`src/rtl/cpu_run_controller.sv`:
```
// Run/step/breakpoint sequencer generating the enable strobe for the 8-bit cpu core.
// Define CPU_RUN_CTRL_BREAKPOINT_EN to build the breakpoint logic and the BREAK state.
module cpu_run_controller #(
  parameter int unsigned SLOW_DIV  = 12500000,
  parameter int unsigned DIV_WIDTH = 24
) (
  input  logic        clk,
  input  logic        resetn,
  input  logic        run_btn,
  input  logic        step_btn,
  input  logic        turbo,
  input  logic [7:0]  instruction_pointer,
  input  logic [7:0]  bp_addr,
  input  logic        bp_valid,
  output logic        cpu_enable,
  output logic [1:0]  state,
  output logic        bp_hit,
  output logic [15:0] cycle_count
);

  typedef enum logic [1:0] {
    S_HALT  = 2'b00,
    S_RUN   = 2'b01,
    S_STEP  = 2'b10,
    S_BREAK = 2'b11
  } state_t;

  localparam logic [DIV_WIDTH-1:0] DIV_LAST = DIV_WIDTH'(SLOW_DIV - 1);

  state_t               state_q, state_d;
  logic                 run_prev_q, run_prev_d;
  logic                 step_prev_q, step_prev_d;
  logic [DIV_WIDTH-1:0] div_q, div_d;
  logic [15:0]          cnt_q, cnt_d;

  logic run_edge, step_edge, tick, bp_match, enable_c;

  always_ff @(posedge clk or negedge resetn) begin
    if (!resetn) begin
      state_q     <= S_HALT;
      run_prev_q  <= 1'b0;
      step_prev_q <= 1'b0;
      div_q       <= '0;
      cnt_q       <= '0;
    end else begin
      state_q     <= state_d;
      run_prev_q  <= run_prev_d;
      step_prev_q <= step_prev_d;
      div_q       <= div_d;
      cnt_q       <= cnt_d;
    end
  end

  // A run edge suppresses a coincident step edge.
  always_comb begin
    run_prev_d  = run_btn;
    step_prev_d = step_btn;
    run_edge    = run_btn & ~run_prev_q;
    step_edge   = step_btn & ~step_prev_q & ~run_edge;
    tick        = (div_q == DIV_LAST);
    enable_c    = (state_q == S_STEP) |
                  ((state_q == S_RUN) & (turbo | tick) & ~bp_match & ~run_edge);
  end

  always_comb begin
    state_d = state_q;
    case (state_q)
      S_HALT: begin
        if (run_edge)       state_d = S_RUN;
        else if (step_edge) state_d = S_STEP;
      end
      S_RUN: begin
        if (run_edge)      state_d = S_HALT;
        else if (bp_match) state_d = S_BREAK;
      end
      S_STEP: state_d = S_HALT;
      S_BREAK: begin
        if (run_edge)       state_d = S_RUN;
        else if (step_edge) state_d = S_STEP;
      end
      default: state_d = S_HALT;
    endcase
  end

  always_comb begin
    div_d = '0;
    if (state_q == S_RUN && !turbo) begin
      div_d = tick ? '0 : div_q + 1'b1;
    end
    cnt_d = cnt_q;
    if (enable_c && cnt_q != '1) begin
      cnt_d = cnt_q + 16'd1;
    end
  end

`ifdef CPU_RUN_CTRL_BREAKPOINT_EN
  logic skip_q, skip_d;

  always_ff @(posedge clk or negedge resetn) begin
    if (!resetn) skip_q <= 1'b0;
    else         skip_q <= skip_d;
  end

  // skip masks the breakpoint we just halted on until one instruction has run.
  always_comb begin
    skip_d = skip_q;
    if (state_q == S_BREAK && run_edge) begin
      skip_d = 1'b1;
    end
    if (state_q == S_RUN && (enable_c || state_d != S_RUN)) begin
      skip_d = 1'b0;
    end
  end

  assign bp_match = bp_valid & (instruction_pointer == bp_addr) & ~skip_q;
  assign bp_hit   = (state_q == S_BREAK);
`else
  logic unused_bp;
  assign unused_bp = ^{bp_addr, bp_valid, instruction_pointer};
  assign bp_match  = 1'b0;
  assign bp_hit    = 1'b0;
`endif

  assign cpu_enable  = enable_c;
  assign state       = state_q;
  assign cycle_count = cnt_q;

endmodule

```
`config.mk`:
```
export PLATFORM = sky130hd
export DESIGN_NAME = cpu_run_controller
export DESIGN_NICKNAME = d
export VERILOG_FILES = /design/src/rtl/cpu_run_controller.sv
export SDC_FILE = /design/constraint.sdc
export NUM_CORES = 1
export LEC_CHECK = 0
export CORE_MARGIN = 2
export CORE_UTILIZATION = 40
export CTS_CLUSTER_DIAMETER = 150
export DETAILED_ROUTE_END_ITERATION = 10
export GPL_TIMING_DRIVEN = 0
export PLACE_DENSITY_LB_ADDON = 0.2
export SLEW_MARGIN = 20
export SYNTH_ARGS = -nofsm -noshare
export SYNTH_HDL_FRONTEND = slang
export SYNTH_SLANG_ARGS = --single-unit
```
`constraint.sdc`:
```
create_clock -name clk -period 4.75 [get_ports clk]
set_input_delay 0.7125 -clock clk [delete_from_list [all_inputs] [get_ports clk]]
set_output_delay 0.7125 -clock clk [all_outputs]
set_load 0.05 [all_outputs]
```
* Yosys cells after proc, flatten, opt, wreduce, memory -nomap -nowiden
Cells that the tools add are included.
Word-level totals: flip-flop bits (word level) 44, bits of input ports 22, output and inout bits 20, word-level logic and storage cells 36
Operators by class: add/subtract/negate cells 2, eq/ne operators 7, mux-type cells 6, bitwise gates (word level) 10, reduce and logical (&&, ||, !) cells 6
Operator list (number):
- $mux 24 | 2
- $add 24x1->24 const B | 1
- $eq 24x24->1 const B | 1
- $add 16x1->16 const B | 1
- $ne 16x16->1 const B | 1
- $mux 2 | 3
- $pmux 2 s3 | 1
- $and 1x1->1 | 5
- $eq 2x2->1 const B | 2
- $ne 3x1->1 const B | 1
- $not 1->1 | 3
- $eq 2x1->1 const B | 1
- $logic_and 1x1->1 | 2
- $logic_not 2->1 | 1
- $ne 2x2->1 const B | 1
- $or 1x1->1 | 2
- $reduce_and 2->1 | 1
- $reduce_or 2->1 | 1
- $logic_not 1->1 | 1

* Logic depth before layout (Yosys ltp)
word-level depth 7, mapped depth 7, depth with buffers taken out 6

* Least setup slack after synthesis
No wires, ideal clock.
kind flip-flop to output port, start point register div_q[6], end point output port cpu_enable, arrival time 2.107 ns, required time 4.038 ns, setup slack 1.930 ns, cell stages (with the launch flop) 5, buffers on the path 1, cell sequence dfrtp_1 > or4b_1 > or4_4 > o41ai_4 > buf_6
On the way: word-level cells in the longest chain between the ends 5
RTL lines:
- start, declared | RTL line 33 | logic [DIV_WIDTH-1:0] div_q, div_d;
- start signal, assigned | RTL line 49 | div_q <= div_d;
- $eq 24x24->1 | RTL line 60 | tick = (div_q == DIV_LAST);
- $or 1x1->1 | RTL line 62 | ((state_q == S_RUN) & (turbo | tick) & ~bp_match & ~run_edge);
- $and 1x1->1 (2 in series) | RTL line 62
- $or 1x1->1 | RTL line 61 | enable_c = (state_q == S_STEP) |
- end, declared | RTL line 15 | output logic cpu_enable,
No other way between the ends.

* Worst setup path in the final report
Same ends and word-level chain as after synthesis.

==> impl_metrics.json <==
{
  "rsz0062_at_grt": "no",
  "ys_seq_area_share_pct": 49.9,
  "syn_avg_cell_area_um2": 10.1,
  "portBuffers": 23,
  "status": "completed",
  "postRouteAntennaNets": 0,
  "slew_headroom_pct": 36.5,
  "synth.net_count": 245,
  "final_common_cell": "dfrtp_1",
  "diodes": 0,
  "final_core_util_pct": 49.4,
  "clk_latency_ns": 0.30,
  "first_pass_iters": 4,
  "clk_path_buf_depth": 2,
  "cap_viol_max_count": 0,
  "dieArea_um2": 6130,
  "postCtsHoldBufs": 0,
  "num_rows": 27,
  "leakage_nw": 1.09,
  "clock-root-buffer": "clkbuf_8",
  "crit_arrival_ns": 3.40,
  "async_reset_ff_share_pct": 100,
  "vias_per_cell": 5.11,
  "hold_slack_ns": 0.367,
  "post-route-min-period_ns": 4.11,
  "post-dp-hpwl_um": 3150,
  "tritoncts": "built",
  "ir_drop_mv": 0.283,
  "crit_slowest_cell": "clkdlybuf4s50_1",
  "p_per_area_nw_per_um2": 415,
  "fin_setup_tns_ns": 0,
  "fillerInstances": 519,
  "start_util_pct": 40.9,
  "fmax_mhz": 243,
  "ys_types": 36,
  "core_um2": 5410,
  "yosysWarnings": 0,
  "cts_setup_buffers": 0,
  "post_drt_wl_per_cell_um": 13.1,
  "p_total_mw": 1.11,
  "chipHeight_um": 78.3,
  "grt_usage_pct": 15.0,
  "fin_skew_ns": 0.00891,
  "finalSetupViolCount": 0,
  "multi_input_area_um2": 1060,
  "layout_common_cells": "44 x dfrtp_1, 31 x nor2_1, 23 x xnor2_1",
  "start_kind": "flop",
  "fin_crit_sh_pct": 86.5,
  "die_w_um": 78.3,
  "r2r_setup_slack_ns": 2.02,
  "max_stage_delay_ns": 0.80,
  "worstSetupPathType": "flop to output port",
  "critical_path.cell_chain": "or4b_1 -> or4_4 -> o41ai_4 -> buf_6 -> clkdlybuf4s50_1",
  "cts_resized": 0,
  "seq_area_um2": 1100,
  "area_delta_synth_final_pct": 21.0,
  "grt_antenna_before_repair": 0,
  "routed-via-count": 1649,
  "crit_required_ns": 4.04,
  "grt_max_degree": 25,
  "drt_iter0_markers": 78,
  "crit_fanout": 10,
  "clk_pin_slew_ns": 0.09,
  "syn_area_um2": 2210,
  "end_kind": "output port",
  "cpLargestDelayFamily": "simple AND/OR/NAND/NOR gates",
  "synth_cells": 219,
  "wl_um": 4250,
  "htree_levels": 2,
  "io-pin-count": 42,
  "overflow": 0,
  "fin_area_um2": 2670,
  "clock_sinks": 44,
  "finalHoldViolCount": 0,
  "drive_gt1_share_pct": 6.77,
  "synth_enable_flop_cells": 0,
  "holdCritPathClass": "input port to asynchronous set/reset pin",
  "final_max_slew_viol_count": 0,
  "grt_pass1_vias": 1586,
  "ys.flop_type": "dfrtp_1",
  "ys_ff_latch": 44,
  "drcViolationCount": 0,
  "cts_made_buffers": 5,
  "grt_pass1_wl_um": 7310,
  "gp_congestion": 0.741,
  "tightest_slew_ns": 0.943,
  "path_buf_inv": 2,
  "postPlaceCellArea_um2": 2540,
  "finalNetCount": 276
}
-- sequential cells by signal (all words and copies together) (netlist names) --
signal and flops:
state 2, run_prev_q 1, step_prev_q 1, div_q 24, cycle_count 16
-- logic make-up after synthesis --
kind of cell,count (synthesis),synth area share [%]
AOI/OAI and AO/OA,7,2.95
xor gates and xnor gates,36,14.3
adders and majority gates,4,2.27
buffers and inverters,10,2.21
DFF,44,49.9
muxes,2,0.963
other,1,0.170
and+or+nand+nor,115,27.3
-- power breakdown --
group | internal (mW) | switching (mW) | leakage [nW]
sequential | 0.408 | 0.0382 | 0.593
combinational | 0.128 | 0.234 | 0.434
clock | 0.172 | 0.130 | 0.0614
total | 0.708 | 0.402 | 1.09
-- synth_stat cells, types with 2 or more instances --
cell type  count  area share, %
nor2_1        31            5.3
nand4_1       18            5.1
nand2_1       19            3.2
clkbuf_1       2           0.34
and3_1         8            2.3
and2_1         2           0.57
a21oi_1        3           0.68
xor2_1        13            5.2
inv_1          5           0.85
nor3_1         4           0.91
ha_1           4            2.3
dfrtp_1       44             50
nor4_1         4            1.1
xnor2_1       23            9.1
nand3_1       15            3.4
nand3b_1       2           0.68
nand2b_1       3           0.85
-- metrics by stage --
stage                     setup WS (ns)  instances
after CTS                         0.630        323
after global placement            0.987        314
final                             0.640        323
after floorplan                    1.93        219
after detailed placement          0.971        315
after global routing              0.505        323
-- layout make-up --
cell class                 count  share of cell area [%]
buffer                         5                    1.12
timing repair buffer          24                    9.18
inverter                       5                   0.703
clock inverter                 2                    1.45
multi-input combinational    165                    39.9
tap                           72                    3.37
clock buffer                   6                    3.09
sequential                    44                    41.2
-- layer usage --
metal	vias up	share of wire (%)	track usage [%]
li1	820	-	-
met1	796	51	20.3
met2	27	45	23.8
met3	6	2.7	3.45
met4	0	0.94	4.74
met5	-	0	0
-- final timing paths --
path                          start        endpoint  depth (start not counted)
max                        div_q[6]      cpu_enable                          5
min reg2reg                div_q[0]        div_q[0]                          1
min                          resetn       div_q[23]                          1
max reg2reg                div_q[6]  cycle_count[1]                          5
min in group clk           div_q[0]        div_q[0]                          1
max in group asynchronous    resetn       div_q[19]                          2
Power figures use the tool's default switching activity.
